[config.mk]
export PLATFORM = sky130hd
export DESIGN_NAME = serial_paralelo_param
export DESIGN_NICKNAME = d
export VERILOG_FILES = /design/src/rtl/serial_paralelo_param.sv
export SDC_FILE = /design/constraint.sdc
export NUM_CORES = 1
export LEC_CHECK = 0
export BUFFER_PORTS_ARGS = -buffer_cell sky130_fd_sc_hd__buf_2
export CORE_MARGIN = 1
export CORE_UTILIZATION = 35
export DETAILED_ROUTE_END_ITERATION = 7
export GPL_ROUTABILITY_DRIVEN = 0
export PLACE_DENSITY = 0.53
export SETUP_SLACK_MARGIN = 0.1
export SYNTH_ARGS = -nofsm -noshare
export SYNTH_HDL_FRONTEND = slang
export SYNTH_SLANG_ARGS = --single-unit
[constraint.sdc]
create_clock -name clk_32f -period 6.7 [get_ports clk_32f]
set_clock_uncertainty 0.15 [all_clocks]
set_input_delay 0.335 -clock clk_32f [delete_from_list [all_inputs] [get_ports clk_32f]]
set_output_delay 0.335 -clock clk_32f [all_outputs]
set_load 0.01 [all_outputs]
[src/rtl/serial_paralelo_param.sv]
// ---------------------------------------------------------------------------
// serial_paralelo_param
// Serial-to-parallel receiver with comma-based word alignment.
// A WIDTH-bit shift register captures data_in (MSB first) every cycle. While
// searching, every post-shift word is compared against COMMA. The first match
// fixes the word boundary. LOCK_COUNT consecutive aligned commas declare lock.
// While locked, non-comma words are presented on data_output with valid_out.
// MAX_GAP consecutive non-comma words drop the lock.
//
// Ports
//   clk_32f       in   1            bit clock, rising edge
//   reset         in   1            asynchronous, active-high
//   data_in       in   1            serial data, MSB first
//   data_output   out  WIDTH        last received non-comma word
//   valid_out     out  1            data_output holds a valid non-comma word
//   word_strobe   out  1            one-cycle pulse at each word boundary
//   active_output out  1            link locked
//   BC_counter    out  BCW          consecutive aligned commas (saturating)
// ---------------------------------------------------------------------------
module serial_paralelo_param #(
   parameter int unsigned       WIDTH      = 8,
   parameter logic [WIDTH-1:0]  COMMA      = WIDTH'(8'hBC),
   parameter int unsigned       LOCK_COUNT = 4,
   parameter int unsigned       MAX_GAP    = 16,
   localparam int unsigned      BCW        = $clog2(LOCK_COUNT + 1)
) (
   input  logic             clk_32f,
   input  logic             reset,
   input  logic             data_in,
   output logic [WIDTH-1:0] data_output,
   output logic             valid_out,
   output logic             word_strobe,
   output logic             active_output,
   output logic [BCW-1:0]   BC_counter
);

   // Bit-phase / received-bit counter width; at least one bit.
   localparam int unsigned PW  = (WIDTH > 1) ? $clog2(WIDTH) : 1;
   // Gap counter holds 0..MAX_GAP without wrapping.
   localparam int unsigned GW  = $clog2(MAX_GAP + 1);

   typedef enum logic [1:0] {
      SEARCH = 2'd0,
      COUNT  = 2'd1,
      ACTIVE = 2'd2
   } state_t;

   state_t           state_q,  state_d;
   logic [WIDTH-1:0] shift_q,  shift_d;
   logic [PW-1:0]    nbits_q,  nbits_d;
   logic [PW-1:0]    phase_q,  phase_d;
   logic [GW-1:0]    gap_q,    gap_d;
   logic [WIDTH-1:0] data_q,   data_d;
   logic             valid_q,  valid_d;
   logic             strobe_q, strobe_d;
   logic             active_q, active_d;
   logic [BCW-1:0]   bc_q,     bc_d;

   logic             is_comma;
   logic             boundary;
   logic             full;
   logic             lock_reached;
   logic             gap_reached;

   // State register and all registered outputs.
   always_ff @(posedge clk_32f or posedge reset) begin
      if (reset) begin
         state_q  <= SEARCH;
         shift_q  <= '0;
         nbits_q  <= '0;
         phase_q  <= '0;
         gap_q    <= '0;
         data_q   <= '0;
         valid_q  <= 1'b0;
         strobe_q <= 1'b0;
         active_q <= 1'b0;
         bc_q     <= '0;
      end else begin
         state_q  <= state_d;
         shift_q  <= shift_d;
         nbits_q  <= nbits_d;
         phase_q  <= phase_d;
         gap_q    <= gap_d;
         data_q   <= data_d;
         valid_q  <= valid_d;
         strobe_q <= strobe_d;
         active_q <= active_d;
         bc_q     <= bc_d;
      end
   end

   // Decisions are taken on the word as it will look after this edge's shift.
   always_comb begin
      shift_d      = {shift_q[WIDTH-2:0], data_in};
      is_comma     = (shift_d == COMMA);
      // nbits_q saturates at WIDTH-1: this edge brings in the WIDTH-th bit.
      full         = (nbits_q == PW'(WIDTH - 1));
      boundary     = (phase_q == PW'(WIDTH - 1));
      lock_reached = ((BCW+1)'(bc_q) + (BCW+1)'(1)) >= (BCW+1)'(LOCK_COUNT);
      gap_reached  = ((GW+1)'(gap_q) + (GW+1)'(1)) >= (GW+1)'(MAX_GAP);
   end

   // Next-state and output logic.
   always_comb begin
      state_d  = state_q;
      nbits_d  = full ? nbits_q : nbits_q + PW'(1);
      phase_d  = boundary ? '0 : phase_q + PW'(1);
      gap_d    = gap_q;
      data_d   = data_q;
      valid_d  = valid_q;
      strobe_d = 1'b0;
      active_d = active_q;
      bc_d     = bc_q;

      unique case (state_q)
         SEARCH: begin
            if (full && is_comma) begin
               phase_d  = '0;
               bc_d     = BCW'(1);
               strobe_d = 1'b1;
               state_d  = COUNT;
            end
         end

         COUNT: begin
            if (boundary) begin
               strobe_d = 1'b1;
               if (is_comma) begin
                  if (lock_reached) begin
                     bc_d     = BCW'(LOCK_COUNT);
                     active_d = 1'b1;
                     state_d  = ACTIVE;
                  end else begin
                     bc_d = bc_q + BCW'(1);
                  end
               end else begin
                  bc_d    = '0;
                  state_d = SEARCH;
               end
            end
         end

         ACTIVE: begin
            if (boundary) begin
               strobe_d = 1'b1;
               if (is_comma) begin
                  valid_d = 1'b0;
                  gap_d   = '0;
                  bc_d    = BCW'(LOCK_COUNT);
               end else if (gap_reached) begin
                  // Lock lost: the gap-ending word is discarded.
                  state_d  = SEARCH;
                  active_d = 1'b0;
                  valid_d  = 1'b0;
                  bc_d     = '0;
                  gap_d    = '0;
               end else begin
                  data_d  = shift_d;
                  valid_d = 1'b1;
                  gap_d   = gap_q + GW'(1);
               end
            end
         end

         default: begin
            state_d  = SEARCH;
            active_d = 1'b0;
            valid_d  = 1'b0;
            bc_d     = '0;
            gap_d    = '0;
         end
      endcase
   end

   assign data_output   = data_q;
   assign valid_out     = valid_q;
   assign word_strobe   = strobe_q;
   assign active_output = active_q;
   assign BC_counter    = bc_q;

endmodule

Yosys cells after proc, flatten, opt, wreduce, memory -nomap -nowiden
Cells that the tools add are included.
{"block": "word_totals", "register_bits": 34, "input_bits": 3, "output_inout_bits": 14, "wordCells": 82}
{"block": "op_classes", "add_sub_neg": 6, "n_lt_le_gt_ge": 2, "n_eq_ne": 14, "muxes": 37, "bitwise_logic": 4, "reduce_logical": 9}
{"op": "$mux 3", "count": 10}
{"op": "$mux 5", "count": 3}
{"op": "$mux 2", "count": 7}
{"op": "$ne 2x2->1 const B", "count": 7}
{"op": "$mux 1", "count": 11}
{"op": "$pmux 5 s2", "count": 1}
{"op": "$add 3x1->3 const B", "count": 3}
{"op": "$pmux 3 s3", "count": 1}
{"op": "$eq 8x8->1 const B", "count": 1}
{"op": "$reduce_and 4->1", "count": 2}
{"op": "$reduce_and 7->1", "count": 1}
{"op": "$add 5x1->6 const B", "count": 1}
{"op": "$eq 3x3->1 const B", "count": 2}
{"op": "$ge 6x5->1 const B", "count": 1}
{"op": "$ne 3x3->1 const B", "count": 2}
{"op": "$pmux 2 s3", "count": 1}
{"op": "$reduce_and 6->1", "count": 1}
{"op": "$add 5x1->5 const B", "count": 1}
{"op": "$add 3x1->4 const B", "count": 1}
{"op": "$ge 4x3->1 const B", "count": 1}
{"op": "$not 1->1", "count": 4}
{"op": "$pmux 1 s2", "count": 2}
{"op": "$reduce_or 2->1", "count": 2}
{"op": "$pmux 1 s3", "count": 1}
{"op": "5 further kinds", "count": 5}

Logic depth before layout (Yosys ltp)
Gate-level depths: netlist of run 1.
{"block": "depth", "ltp_word": 6, "depth_mapped": 7, "depth_no_buf": 7}

Worst setup path after synthesis of run 1
No wires, ideal clock.
{"block": "synth_path", "path_kind": "reg-to-reg", "startpoint": "register bc_q[0], in the netlist BC_counter[0]", "endpoint": "register state_q[0]", "setup_ps": 125, "arrival_ps": 1899, "required_time_ps": 6425, "setup_slack_ps": 4525, "stages_incl_launch_ff": 7, "path_buffers": 0, "period_less_slack_ps": 2175, "path_cell_list": "dfrtp_1 > ha_1 > and2_0 > a21oi_1 > and3b_4 > a2111oi_4 > mux2_4"}
{"block": "synth_between", "elab_chain_len": 4}
{"item": "from (decl)", "line": "57", "rtl": "logic [BCW-1:0] bc_q, bc_d;"}
{"item": "from (signal assigned)", "line": "77", "rtl": "bc_q <= '0;"}
{"item": "from (signal assigned)", "line": "88", "rtl": "bc_q <= bc_d;"}
{"item": "$add 3x1->4", "line": "99", "rtl": "lock_reached = ((BCW+1)'(bc_q) + (BCW+1)'(1)) >= (BCW+1)'(LOCK_COUNT);"}
{"item": "$ge 4x3->1", "line": "99"}
{"item": "$ne 3x3->1 (no line)"}
{"item": "$reduce_and 6->1 (no line)"}
{"item": "to (signal assigned)", "line": "79", "rtl": "state_q <= state_d;"}
{"item": "to (decl)", "line": "48", "rtl": "state_t state_q, state_d;"}
Every way passes these cells.
A chain may end at the register's enable or synchronous reset.

Worst setup path after layout of run 1
Ends and elaborated chain as after synthesis.

==> flow_summary.yaml, run 1 <==
clocking:
  cts_max_level: 2
  hold_buffers: 1
  cts.sinks: 34
  cts_buffers: 5
  cts_tree: "built"
  cts_resized: 0
  post_cts_buffers: 0
  clock_path_buffers: 2
  path_clk_slew_ns: 0.07
  clk-insertion-delay-late_ns: 0.28
  clockRootBuffer: "clkbuf_8"
min_path:
  hp-class: "in2reg"
  min_to: "shift_q[0]"
  min_from: "data_in"
  hold_path_depth: 1
placed_design:
  portBuffers: 16
  hpwl_mm: 1.949
setup_path:
  arrival_ns: 2.29
  required_ns: 6.72
  cp_cell_sequence: "ha_1 -> and2_0 -> a21oi_1 -> and3b_4 -> a2111oi_4 -> mux2_4"
  timing.rr.end: "state_q[0]"
  reg2reg_from: "BC_counter[0]"
  end_kind: "flop"
  critPathBufInv: 0
  cp_top_family: "compound AO/OA/AOI/OAI gates"
  crit_type: "reg2reg"
  reg2reg_depth: 6
  cp_slowest_cell: "dfrtp_1"
  max_stage_delay_ns: 0.42
  rrSetupSlack_ns: 4.43
  cp-start-kind: "flop"
  cp_max_fo: 5
die:
  coreArea_um2: 4144
  die_h_um: 68.98
  io_pins: 17
  start_util_pct: 37.89
  fp.dieW_um: 68.98
  row_count: 23
  die_area_um2: 4758
routing:
  drt_iter0_markers: 39
  wl_per_cell_um: 13.38
  final_antenna_net_count: 0
  via_count: 996
  routed_wirelength_mm: 2.690
  vias_per_cell: 4.955
  drc: 0
  dr.pass1.iters: 4
synth:
  syn_area_um2: 1570
  synth_simple_gate_area_share_pct: 13.78
  synth_nets: 140
  netlist_instances: 126
  synth_adder_area_share_pct: 8.765
  synth_top_family_by_area: "simple AND/OR/NAND/NOR gates"
  avgSynthCellArea_um2: 12.46
  synthTopCellsByArea: "dfrtp_1 (54%), ha_1 (8.8%), mux2_2 (8.6%), nand2_1 (2.4%), a21oi_1 (2.2%)"
  yosys_warnings: 0
  synth_cell_types: 35
  synthMuxAreaShare_pct: 10.84
  synth-xor-area-share_pct: 0.5578
  yosys.area.top_type: "dfrtp_1"
  yosysSeqAreaShare_pct: 54.18
  synth_top_area_share_pct: 54.18
  synth_seq_cells: 34
  synth_compound_area_share_pct: 9.960
global_route:
  grt_antenna_before_repair: 0
  grt_max_degree: 35
  grtUsageTotal_pct: 13.70
  grt_first_pass_wirelength_mm: 4.581
  grt-ovfl-total: 0
  grt_pass1_vias: 1014
sta:
  relSlewSlack_pct: 60.18
  drv_slew: 0
  worst_pin_slew_ns: 0.5934
  setup_tns_ns: 0
  min_period_over_period_pct: 33.88
  layout_min_cycle_time_ns: 2.270
  setup_violations: 0
  hold_violations: 0
  clock.fmax_mhz: 440.6
  rsz0062_at_grt: "false"
finish:
  seq_area_um2: 850.8
  multiInputGateArea_um2: 689.4
  diodes: 0
  nFillCells: 410
  fin_nets: 164
  area_growth_pct: 16.02
  drive_above_1_share_pct: 31.13
  final_util_pct: 43.96
pwr:
  p_leak_nw: 0.8270
  powerDensity_nw_per_um2: 347.8
  p_total_w: 0.0006336
  vdd_ir_drop_max_mv: 0.1148
run_status:
  status: "finished, final reports clean"
run:
  timing.max_cap.violations: 0
[stage by stage]
stage	instances	area [um^2]	worst slack (ns)	hold slack [ns]
floorplan	126	1570	4.525	0.2121
global placement	192	1717	4.507	0.2349
detailed placement	192	1717	4.444	0.2371
CTS	201	1822	4.439	0.02919
global route	201	1822	4.324	0.04249
finish	201	1822	4.430	0.04030
[synthesized netlist by cell type, drive strengths merged]
cell / number
o2bb2ai: 1
ha: 11
a21oi: 7
a21boi: 1
dfrtp: 34
and3: 1
o31ai: 1
nor3: 4
or4: 1
and2: 3
xnor2: 1
a2111oi: 1
and3b: 2
a41oi: 2
o21ai: 7
nand2: 11
nand4b: 1
inv: 7
nand3: 3
mux2i: 2
nand4bb: 1
mux2: 13
nor2: 8
nor3b: 1
clkbuf: 1
a31oi: 1
[layout make-up]
| class | instances | share of cell area (%) |
|---|---|---|
| inverter | 7 | 1.442 |
| tap | 50 | 3.434 |
| sequential | 34 | 46.70 |
| timing repair buffer | 18 | 5.357 |
| clock inverter | 2 | 0.6868 |
| clock buffer | 6 | 4.533 |
| multi-input combinational | 84 | 37.84 |
[state kept, by name (all words and copies together) (netlist names)]
signal and cells:
state_q 2, shift_q 7, word_strobe 1, data_output 8, phase_q 3, valid_out 1, gap_q 5, nbits_q 3
active_output 1, BC_counter 3
[worst register-to-register path, delay by kind of cell, from the launching register on]
family                     cells  cell delay (ns)
and+or+nand+nor                2             0.41
DFF                            1             0.42
AOI/OAI and AO/OA              2             0.63
muxes                          1             0.33
adders and majority gates      1             0.22
[layout by cell type (no fill, tap or decap), types with 4 or more instances in the layout]
cell type / Yosys / final
a21oi_1: 7 / 7
buf_2: 0 / 16
mux2_2: 12 / 12
o21ai_0: 4 / 4
nand2_1: 10 / 10
inv_1: 7 / 7
ha_1: 11 / 11
nor2_1: 6 / 6
clkbuf_8: 0 / 6
dfrtp_1: 34 / 34
[per-layer routing]
metal / up-vias / share of wire (%) / track usage (%)
li1: 493 / - / -
met1: 484 / 46 / 16.28
met2: 13 / 48 / 21.97
met3: 6 / 3.9 / 5.592
met4: 0 / 1.6 / 5.357
met5: - / 0 / 0
[worst max path at each step]
stage	start	endpoint	slack, ns	cells past startpoint
after floorplan	BC_counter[0]	state_q[0]	4.53	6
after global placement	BC_counter[0]	state_q[0]	4.51	6
after detailed placement	BC_counter[0]	state_q[0]	4.44	6
after CTS	BC_counter[0]	state_q[0]	4.44	6
after global routing	BC_counter[0]	state_q[0]	4.32	6
final	BC_counter[0]	state_q[0]	4.43	6
[report_power, final]
part	internal (W)	leakage [nW]	switching [W]
combinational	0.0000889	0.366	0.000106
clock	0.0000825	0.0472	0.0000730
sequential	0.000251	0.414	0.0000326
total	0.000422	0.827	0.000211
[logic make-up (layout without fill, tap and decap cells)]
family / Yosys count / after routing
buffers and inverters: 8 / 33
AO/OA/AOI/OAI: 21 / 21
XOR/XNOR: 1 / 1
AND/OR/NAND/NOR: 36 / 36
flip-flops: 34 / 34
adder cells (fa/ha/maj): 11 / 11
multiplexers: 15 / 15
Note: power is estimated with default switching activity, not from simulation.
==> run 2, diff against run 1 <==
- ABC_AREA: default -> 1
- PLACE_DENSITY: 0.53 -> 0.55
- clock period: 6.7 -> 2.06 ns (I/O delays scaled with it)
==> flow_summary.yaml, run 2 <==
clocking:
  path_clk_slew_ns: 0.07
  clockRootBuffer: "clkbuf_8"
  cts_max_level: 2
  cts_tree: "built"
  clk-insertion-delay-late_ns: 0.29
  cts.sinks: 34
  clock_path_buffers: 2
  post_cts_buffers: 0
  cts_buffers: 5
synth:
  yosys_warnings: 0
  ys.flop_type: "dfrtp_1"
  synth_top_area_share_pct: 50.22
  netlist_instances: 196
  synth.top_cells.by_count: "nand2_1 (62), dfrtp_1 (34), inv_1 (22)"
  syn_area_um2: 1694
  async_reset_ff_share_pct: 100.0
  yosys.area.top_type: "dfrtp_1"
  synth_nets: 210
  synth-edff-count: 0
  yosysSeqAreaShare_pct: 50.22
  synth.most_common_cell: "nand2_1"
  synth_cell_types: 24
  synth_seq_cells: 34
  avgSynthCellArea_um2: 8.643
  synthTopCellsByArea: "dfrtp_1 (50%), nand2_1 (14%), ha_1 (8.1%), nand3_1 (5.6%), inv_1 (4.9%)"
finish:
  drive_above_1_share_pct: 16.44
  area_growth_pct: 14.99
  diodes: 0
  seq_area_um2: 850.8
  fin_nets: 233
  multiInputGateArea_um2: 718.2
  layout_commonest_cell: "nand2_1"
  largest_reg_flops: 8
  final_cell_mix: "nand2_1 (62), dfrtp_1 (34), inv_1 (21)"
  nFillCells: 456
routing:
  dr.pass1.iters: 4
  routed_wirelength_mm: 3.051
  drt_iter0_markers: 81
  drc: 0
  final_antenna_net_count: 0
  via_count: 1255
  vias_per_cell: 4.631
  wl_per_cell_um: 11.26
setup_path:
  required_ns: 2.11
  crit_type: "reg2reg"
  cp_cell_sequence: "ha_1 -> nand2_2 -> o21ai_0 -> nand2_1 -> nor2b_4 -> nand2_1 -> o21ai_0"
  startpoint: "gap_q[0]"
  cp_slowest_cell: "dfrtp_1"
  cp-start-kind: "flop"
  max_stage_delay_ns: 0.41
  cp_max_fo: 8
  reg2reg_from: "gap_q[0]"
  arrival_ns: 1.80
  end_kind: "flop"
sta:
  layout_min_cycle_time_ns: 1.748
  worst_pin_slew_ns: 0.4152
  setup_violations: 0
  relSlewSlack_pct: 72.32
  worst_hold_slack_ns: 0.2466
  hold_violations: 0
  setup_tns_ns: 0
  clock.fmax_mhz: 572.0
  min_period_over_period_pct: 84.87
  drv_slew: 0
  rsz0062_at_grt: "false"
min_path:
  hp-class: "reg2reg"
  min_from: "shift_q[0]"
pwr:
  p_total_w: 0.001792
  vdd_ir_drop_max_mv: 0.4158
  powerDensity_nw_per_um2: 920.0
  p_leak_nw: 1.078
global_route:
  grt_pass1_vias: 1191
  grt_max_degree: 35
  grt-ovfl-total: 0
  grt_antenna_before_repair: 0
  grt_first_pass_wirelength_mm: 5.423
  grtUsageTotal_pct: 14.06
placed_design:
  portBuffers: 16
  hpwl_mm: 2.270
run:
  timing.max_cap.violations: 0
die:
  io_pins: 17
  die_area_um2: 5122
  row_count: 24
  fp.dieW_um: 71.57
  start_util_pct: 37.61
  coreArea_um2: 4504
  die_h_um: 71.57
run_status:
  status: "finished, final reports clean"
==> run 2: changes by cell type in the layout (fill, tap and decap cells not counted), sizes merged, moves of 2 or more <==
| cell | previous run | this run |
|---|---|---|
| nand2 | 11 | 64 |
| and2 | 3 | 1 |
| nor3 | 4 | 2 |
| inv | 7 | 23 |
| mux2i | 2 | 0 |
| a21oi | 7 | 4 |
| nand4 | 0 | 4 |
| nand3 | 3 | 19 |
| nor2 | 8 | 16 |
| mux2 | 13 | 0 |
| o21ai | 7 | 9 |
| a41oi | 2 | 0 |
| and3b | 2 | 0 |
==> run 2: path summary, 6_finish.rpt <==
kind / endpoint / slack (ns) / depth (start not counted)
setup / recovery: gap_q[0] / 0.31 / 7
max in group asynchronous: phase_q[2] / 1.17 / 4
hold reg to reg: shift_q[1] / 0.25 / 0
hold / removal: shift_q[1] / 0.25 / 0
min in group asynchronous: valid_out / 0.29 / 4
setup reg to reg: gap_q[0] / 0.31 / 7
==> run 2: kinds of logic after synthesis <==
| group | after synthesis | synth area share (%) |
|---|---|---|
| fa+ha+maj | 11 | 8.124 |
| flops | 34 | 50.22 |
| buf+inv | 27 | 7.680 |
| simple gates | 107 | 27.33 |
| compound gates | 14 | 5.096 |
| xor+xnor | 3 | 1.551 |
==> run 2: power by group <==
group | total, W | internal (W) | switching (W) | leakage (nW)
Clock | 0.000621 | 0.000387 | 0.000235 | 0.0573
Combinational | 0.000395 | 0.000137 | 0.000258 | 0.589
Sequential | 0.000776 | 0.000731 | 0.0000450 | 0.433
Total | 0.00179 | 0.00125 | 0.000537 | 1.08
==> run 2: cell type report <==
cell class                      instances  share of cell area [%]
Clock inverter                          1                   1.541
Sequential cell                        34                   43.67
Tap cell                               52                   3.340
Clock buffer                            6                   4.239
Timing Repair Buffer                   20                   5.909
Inverter                               23                   4.432
Multi-Input combinational cell        135                   36.87
==> run 2: worst max-delay path: cells and delay by family, from the launching register on <==
kind                     cells  cell delay, ns
AND/OR/NAND/NOR              4            0.61
adder cells (fa/ha/maj)      1            0.25
AO/OA/AOI/OAI                2            0.25
flip-flops                   1            0.41
==> run 2: timing repair <==
| item | 4_1_cts | 5_1_grt |
|---|---|---|
| gates resized for setup | 0 | 3 |
| endpoints found under the setup margin | 0 | 4 |
| endpoints found under the hold margin | 36 | 0 |
| hold buffers | 2 | 0 |
==> run 2: stage by stage <==
step | instances | setup WS, ns | utilization, % | instance area (um^2)
after floorplan | 196 | 0.3711 | - | 1694
final | 271 | 0.3118 | 43.25 | 1948
after detailed placement | 262 | 0.2432 | 40.19 | 1810
after CTS | 271 | 0.2300 | 43.14 | 1943
after global routing | 271 | 0.1131 | 43.25 | 1948
after global placement | 262 | 0.2521 | 40.19 | 1810
==> run 2: metal layers <==
layer	GRT usage [%]	share of wire, %
met5	0	0
met4	5.882	1.9
met3	4.641	3.5
met2	21.80	43
met1	18.13	51
